[src/rtl/mul_div_pkg.sv]
`default_nettype none
// ============================================================================
// Module      : mul_div_pkg
// Description : Shared types and constants for the iterative signed
//               multiply/divide engine (FSM states, op encodings, width).
// Revision    : 1.0 - initial release
// ============================================================================
package mul_div_pkg;

    localparam int C_DEFAULT_WIDTH = 32;

    // Operation select, sampled together with start
    localparam logic MD_MUL = 1'b0;
    localparam logic MD_DIV = 1'b1;

    typedef enum logic [1:0] {
        IDLE = 2'd0,
        RUN  = 2'd1,
        FIX  = 2'd2,
        DONE = 2'd3
    } state_t;

endpackage : mul_div_pkg
`default_nettype wire

[src/rtl/mul_div_unit_step.sv]
`default_nettype none
// ============================================================================
// Module      : md_step
// Description : One iteration of the multiply/divide engine (combinational).
//               Multiply: radix-2 Booth step + arithmetic shift right.
//               Divide  : restoring step on unsigned magnitudes.
// Ports       : i_op           0 = multiply, 1 = divide
//               i_hi           Booth P (sign-extended) / partial remainder
//               i_lo           Booth Q (multiplier) / dividend-quotient
//               i_qm1          Booth q-1 bit
//               i_opnd         multiplicand A (signed) / divisor |b|
//               o_hi_nxt, o_lo_nxt, o_qm1_nxt   next-iteration values
// Revision    : 1.0 - initial release
// ============================================================================
module md_step
    import mul_div_pkg::*;
#(
    parameter int WIDTH = C_DEFAULT_WIDTH
) (
    input  logic             i_op,
    input  logic [WIDTH:0]   i_hi,
    input  logic [WIDTH-1:0] i_lo,
    input  logic             i_qm1,
    input  logic [WIDTH-1:0] i_opnd,
    output logic [WIDTH:0]   o_hi_nxt,
    output logic [WIDTH-1:0] o_lo_nxt,
    output logic             o_qm1_nxt
);

    logic [WIDTH:0] w_opnd_ext;
    logic [WIDTH:0] w_booth_sum;
    logic [WIDTH:0] w_shifted;
    logic [WIDTH:0] w_trial;

    always_comb begin
        // P is kept one bit wider than the operand so that P - MIN and
        // similar extremes never overflow before the arithmetic shift.
        w_opnd_ext  = {i_opnd[WIDTH-1], i_opnd};
        w_booth_sum = i_hi;
        case ({i_lo[0], i_qm1})
            2'b01:   w_booth_sum = i_hi + w_opnd_ext;
            2'b10:   w_booth_sum = i_hi - w_opnd_ext;
            default: w_booth_sum = i_hi;
        endcase

        w_shifted = {i_hi[WIDTH-1:0], i_lo[WIDTH-1]};
        w_trial   = w_shifted - {1'b0, i_opnd};

        if (i_op == MD_MUL) begin
            o_hi_nxt  = {w_booth_sum[WIDTH], w_booth_sum[WIDTH:1]};
            o_lo_nxt  = {w_booth_sum[0], i_lo[WIDTH-1:1]};
            o_qm1_nxt = i_lo[0];
        end else begin
            // Trial subtraction borrowed if the top bit is set: restore.
            if (!w_trial[WIDTH]) begin
                o_hi_nxt = w_trial;
                o_lo_nxt = {i_lo[WIDTH-2:0], 1'b1};
            end else begin
                o_hi_nxt = w_shifted;
                o_lo_nxt = {i_lo[WIDTH-2:0], 1'b0};
            end
            o_qm1_nxt = 1'b0;
        end
    end

endmodule : md_step
`default_nettype wire

[src/rtl/mul_div_unit.sv]
`default_nettype none
// ============================================================================
// Module      : mul_div_unit
// Description : Iterative signed multiply/divide engine feeding ZHI/ZLO.
//               mul: result = full 2*WIDTH product.
//               div: result = {remainder, quotient}, truncation toward zero.
// Ports       : clk, reset     clock, async active-high reset
//               start, op      request pulse and op (0 mul / 1 div)
//               a, b           operands (two's complement)
//               busy           high in RUN and FIX
//               done           one-cycle completion pulse
//               result         {hi, lo}
//               div_by_zero    flagged with done on divide by zero
// Revision    : 1.0 - initial release
// ============================================================================
module mul_div_unit
    import mul_div_pkg::*;
#(
    parameter int WIDTH = C_DEFAULT_WIDTH
) (
    input  logic               clk,
    input  logic               reset,
    input  logic               start,
    input  logic               op,
    input  logic [WIDTH-1:0]   a,
    input  logic [WIDTH-1:0]   b,
    output logic               busy,
    output logic               done,
    output logic [2*WIDTH-1:0] result,
    output logic               div_by_zero
);

    localparam int                 C_CNT_W = (WIDTH > 1) ? $clog2(WIDTH) : 1;
    localparam logic [C_CNT_W-1:0] C_LAST  = C_CNT_W'(WIDTH - 1);

    state_t               r_state;
    state_t               w_state_nxt;
    logic [C_CNT_W-1:0]   r_cnt;
    logic                 r_op;
    logic [WIDTH-1:0]     r_a;       // original dividend, for sign and /0 remainder
    logic                 r_b_neg;
    logic                 r_b_zero;
    logic [WIDTH-1:0]     r_opnd;    // A for mul, |b| for div
    logic [WIDTH:0]       r_hi;
    logic [WIDTH-1:0]     r_lo;
    logic                 r_qm1;

    logic                 w_accept;
    logic [WIDTH-1:0]     w_a_abs;
    logic [WIDTH-1:0]     w_b_abs;
    logic [WIDTH:0]       w_hi_nxt;
    logic [WIDTH-1:0]     w_lo_nxt;
    logic                 w_qm1_nxt;
    logic [WIDTH-1:0]     w_quot;
    logic [WIDTH-1:0]     w_rem;

    // ------------------------------------------------------------------
    // FSM
    // ------------------------------------------------------------------
    always_ff @(posedge clk or posedge reset) begin
        if (reset) r_state <= IDLE;
        else       r_state <= w_state_nxt;
    end

    always_comb begin
        w_state_nxt = r_state;
        busy        = 1'b0;
        done        = 1'b0;
        case (r_state)
            IDLE: if (start) w_state_nxt = RUN;
            RUN: begin
                busy = 1'b1;
                if (r_cnt == C_LAST) w_state_nxt = FIX;
            end
            FIX: begin
                busy        = 1'b1;
                w_state_nxt = DONE;
            end
            DONE: begin
                done        = 1'b1;
                w_state_nxt = start ? RUN : IDLE;
            end
            default: w_state_nxt = IDLE;
        endcase
    end

    assign w_accept = start && ((r_state == IDLE) || (r_state == DONE));

    // ------------------------------------------------------------------
    // Operand magnitudes and sign fix-up.  |MIN| = 2^(WIDTH-1) still fits
    // in WIDTH unsigned bits, so MIN/-1 needs no special handling.
    // ------------------------------------------------------------------
    assign w_a_abs = a[WIDTH-1] ? (~a + 1'b1) : a;
    assign w_b_abs = b[WIDTH-1] ? (~b + 1'b1) : b;
    assign w_quot  = (r_a[WIDTH-1] ^ r_b_neg) ? (~r_lo + 1'b1) : r_lo;
    assign w_rem   = r_a[WIDTH-1] ? (~r_hi[WIDTH-1:0] + 1'b1) : r_hi[WIDTH-1:0];

    md_step #(
        .WIDTH (WIDTH)
    ) u_step (
        .i_op      (r_op),
        .i_hi      (r_hi),
        .i_lo      (r_lo),
        .i_qm1     (r_qm1),
        .i_opnd    (r_opnd),
        .o_hi_nxt  (w_hi_nxt),
        .o_lo_nxt  (w_lo_nxt),
        .o_qm1_nxt (w_qm1_nxt)
    );

    // ------------------------------------------------------------------
    // Datapath
    // ------------------------------------------------------------------
    always_ff @(posedge clk or posedge reset) begin
        if (reset) begin
            r_cnt       <= '0;
            r_op        <= MD_MUL;
            r_a         <= '0;
            r_b_neg     <= 1'b0;
            r_b_zero    <= 1'b0;
            r_opnd      <= '0;
            r_hi        <= '0;
            r_lo        <= '0;
            r_qm1       <= 1'b0;
            result      <= '0;
            div_by_zero <= 1'b0;
        end else if (w_accept) begin
            r_cnt       <= '0;
            r_op        <= op;
            r_a         <= a;
            r_b_neg     <= b[WIDTH-1];
            r_b_zero    <= (b == '0);
            r_opnd      <= (op == MD_MUL) ? a : w_b_abs;
            r_lo        <= (op == MD_MUL) ? b : w_a_abs;
            r_hi        <= '0;
            r_qm1       <= 1'b0;
            div_by_zero <= 1'b0;
        end else if (r_state == RUN) begin
            r_cnt <= r_cnt + 1'b1;
            r_hi  <= w_hi_nxt;
            r_lo  <= w_lo_nxt;
            r_qm1 <= w_qm1_nxt;
        end else if (r_state == FIX) begin
            if (r_op == MD_MUL) begin
                result <= {r_hi[WIDTH-1:0], r_lo};
            end else if (r_b_zero) begin
                result      <= {r_a, {WIDTH{1'b1}}};
                div_by_zero <= 1'b1;
            end else begin
                result <= {w_rem, w_quot};
            end
        end
    end

endmodule : mul_div_unit
`default_nettype wire
[config.mk]
export PLATFORM = sky130hd
export DESIGN_NAME = mul_div_unit
export DESIGN_NICKNAME = d
export VERILOG_FILES = /design/src/rtl/mul_div_pkg.sv /design/src/rtl/mul_div_unit_step.sv /design/src/rtl/mul_div_unit.sv
export SDC_FILE = /design/constraint.sdc
export NUM_CORES = 1
export LEC_CHECK = 0
export ABC_CLOCK_PERIOD_IN_PS = 6320
export CAP_MARGIN = 20
export CORE_MARGIN = 1
export CORE_UTILIZATION = 54
export CTS_CLUSTER_DIAMETER = 100
export DETAILED_ROUTE_END_ITERATION = 7
export PLACE_DENSITY_LB_ADDON = 0.12
export SLEW_MARGIN = 15
export SYNTH_ARGS = -nofsm -noshare
export SYNTH_HDL_FRONTEND = slang
export SYNTH_SLANG_ARGS = --single-unit
export TNS_END_PERCENT = 30
[constraint.sdc]
create_clock -name clk -period 6.32 [get_ports clk]
set_input_delay 1.264 -clock clk [delete_from_list [all_inputs] [get_ports clk]]
set_output_delay 1.264 -clock clk [all_outputs]
set_load 0.01 [all_outputs]
==> reports/metrics.csv <==
stage,metric,value,unit
setup_path,critical path launch point type,register,
clock_network,Post-CTS Setup Inserts,0,
synth,Netlist cell types,70,
synth,syn nets,2326,
setup_path,Worst EP arrival,5.45,ns
synth,synthesized instance count,2178,
layout,Final Util,63.0,%
drt,Vias/cell,6.52,
clock_network,TritonCTS Buffers,26,
global_route,antenna violations before repair,7,
drt,WL/cell,22.7,um
layout,share of cells above drive strength 1,5.14,%
sta,# setup viols final,0,
status,status,finished clean,
layout,"commonest cells after routing, fill and taps aside","nand2_1, o21ai_0, dfrtp_1, a21oi_1, nor2_1",
layout,Fill cells,2782,
sta,f_max,201,MHz
synth,register area share after synthesis,30.4,%
drt,remaining antenna violation count,0,
layout,final net count,2365,
setup_path,crit end category,register,
place,Final Wtd Congestion,0.981,
clock_network,cts hold-fix bufs,0,
sta,fin crit share,78.8,%
power,PwrDens,662,nW/um^2
flow_run,MaxCap Viol Count,0,
global_route,vias in the first global route,15700,
sta,final hold vios,0,
setup_path,Worst Setup SP,r_lo[31],
layout,Area Overhead vs Synth,14.7,%
setup_path,R2R Path Start,r_lo[31],
floorplan,Die X,179,um
floorplan,height of the chip,179,um
clock_network,CTS root buf,clkbuf_16,
synth,post-synth top area cell,dfrtp_1,
global_route,total gr overflow,0,
sta,RSZ-0062 raised after global routing,false,
sta,Setup TNS,0,ns
power,leak pwr,8.15,nW
setup_path,R2R Setup Slk,1.34,ns
drt,1st-pass router iterations,6,
layout,multi-input logic area,10900,um^2
clock_network,CTS H-Tree Depth,1,
drt,DRT Wirelength,59900,um
floorplan,Core Area,30700,um^2
global_route,largest net degree at the start of global routing,140,
global_route,first-pass GRT wire length,92400,um
synth,Synth Warn #,0,
min_path,worst hold-check path type,register to register,
place,PortBufs,134,
synth,"Cell Area, Synth",16900,um^2
sta,minimum clock period,4.98,ns
synth,synthesized area per cell,7.74,um^2
setup_path,CP max FO,11,
setup_path,WS Path Type,register to register,
clock_network,clk sinks,205,
clock_network,clock buffer depth,3,
synth,"EDFF count, synth",0,
sta,final max-slew violation count,0,
synth,top_reg_cell synth,dfrtp_1,
clock_network,Resized cells post-CTS,0,
sta,clock skew,0.0149,ns
sta,Rel. slew slack,19.6,%
global_route,total track usage,37.7,%
floorplan,Die ar.,31900,um^2
floorplan,Site Rows,64,
synth,#FFs+latches synth,205,
clock_network,worst skew pair latency,0.55,ns
setup_path,FF-to-FF End,r_hi[29],
drt,via count,17200,
place,DP HPWL,44300,um
drt,Iter 0 DRT Violations,2112,
clock_network,TritonCTS clock tree,built,
sta,hold slack,0.476,ns
floorplan,# IOs,135,
clock_network,"CTS clk-pin slew, worst paths",0.06,ns
synth,Async SR Flop Fraction,100,%
sta,worst slew pin tran,1.20,ns
synth,post-synth top area share,30.4,%
layout,"most common cell after layout, fill and taps aside",nand2_1,
setup_path,Reg2Reg Depth,18,
synth,"top cells by area, synth","dfrtp_1, nand2_1, o21ai_0",
setup_path,Worst Setup EP,r_hi[29],
setup_path,WP data required,6.79,ns
drt,residual DRC count,0,
power,Peak VDD IR,370,uV
layout,Storage cell area,5130,um^2
floorplan,Initial Util,55.0,%
-- kinds of logic after synthesis --
kind of cell,synth area share [%]
mux,3.50
fa+ha+maj,6.03
flops,30.4
compound gates,27.4
simple gates,18.4
buf+inv,5.05
xor+xnor,9.20
-- Yosys cell counts (9+ instances only) --
library cell	n
and3_1	12
dfrtp_1	205
nand2b_1	16
a21o_1	39
o22ai_1	10
nand3_1	30
a21oi_1	191
clkbuf_1	127
xnor2_1	86
a22o_1	13
a211oi_1	19
o21a_1	11
or4_1	13
a22oi_1	13
o21bai_1	9
nand2_1	329
mux2i_1	50
inv_1	70
o21ai_0	223
ha_1	78
nor4_1	17
or3_1	19
xor2_1	91
a31oi_1	31
o22a_1	9
nor3_1	40
o31ai_1	32
nand4_1	13
a221oi_1	10
o211ai_1	69
nor2_1	151
nor2b_1	16
buf_1	25
o41ai_1	14
-- worst max-delay path: stages, from the launching register on --
cell     delay (ns)
dfrtp_1        0.45
inv_1          0.11
ha_1           0.19
inv_1          0.06
fa_1           0.41
a21oi_1        0.20
o21ai_0        0.15
a31oi_1        0.32
nand3_1        0.22
a21oi_1        0.49
o31ai_1        0.21
nand3_1        0.12
nand2_1        0.05
ha_1           0.50
nand2_1        0.28
or3_1          0.52
or2_2          0.31
mux2i_1        0.16
a211o_1        0.13
-- worst min-delay path by stage --
stage	start	endpoint	slack, ns	cells after the start
after floorplan	r_a[18]	r_a[18]	0.44	2
after global placement	r_a[28]	r_a[28]	0.46	2
after detailed placement	r_a[25]	r_a[25]	0.46	2
after CTS	result[38]	result[38]	0.48	1
after global routing	result[38]	result[38]	0.51	1
final	r_a[20]	r_a[20]	0.48	2
-- registers in the layout, summed over array words and instances, names as in the netlist --
name,flops
r_lo,32
r_b_neg,1
r_a,32
r_cnt,5
div_by_zero,1
result,64
r_hi,33
r_state,2
r_qm1,1
r_opnd,32
r_b_zero,1
r_op,1
-- final cells by class --
class,instances,area share (%)
multi-input combinational,1747,56.3
sequential,205,26.5
timing repair buffer,165,8.26
clock buffer,35,3.96
tap,396,2.56
inverter,72,1.42
clock inverter,13,0.874
antenna,3,0.0388
-- power breakdown --
part,internal (mW),total (mW),switching [mW]
Combinational,3.36,8.47,5.11
Sequential,1.92,2.72,0.798
Clock,0.978,1.61,0.633
Total,6.26,12.8,6.54
-- per-layer routing --
| layer | GRT usage [%] | vias to the layer above | part of all wire (%) |
|---|---|---|---|
| met2 | 58.8 | 921 | 45 |
| met3 | 5.70 | 146 | 9.8 |
| met4 | 12.5 | 8 | 3.8 |
| met5 | 0 | - | 0.092 |
| met1 | 53.1 | 8195 | 42 |
| li1 | - | 7905 | - |
-- metrics by stage --
stage / total power [mW] / worst slack [ns] / cell area, um^2 / std cells
after floorplan: 8.44 / 2.39 / 16900 / 2178
after global placement: 10.9 / 1.69 / 18400 / 2584
after detailed placement: 11.0 / 1.54 / 18400 / 2584
after CTS: 12.6 / 1.50 / 19300 / 2632
after global routing: 13.7 / 1.19 / 19300 / 2633
final: 12.8 / 1.34 / 19300 / 2636
Power figures use the tool's default switching activity.
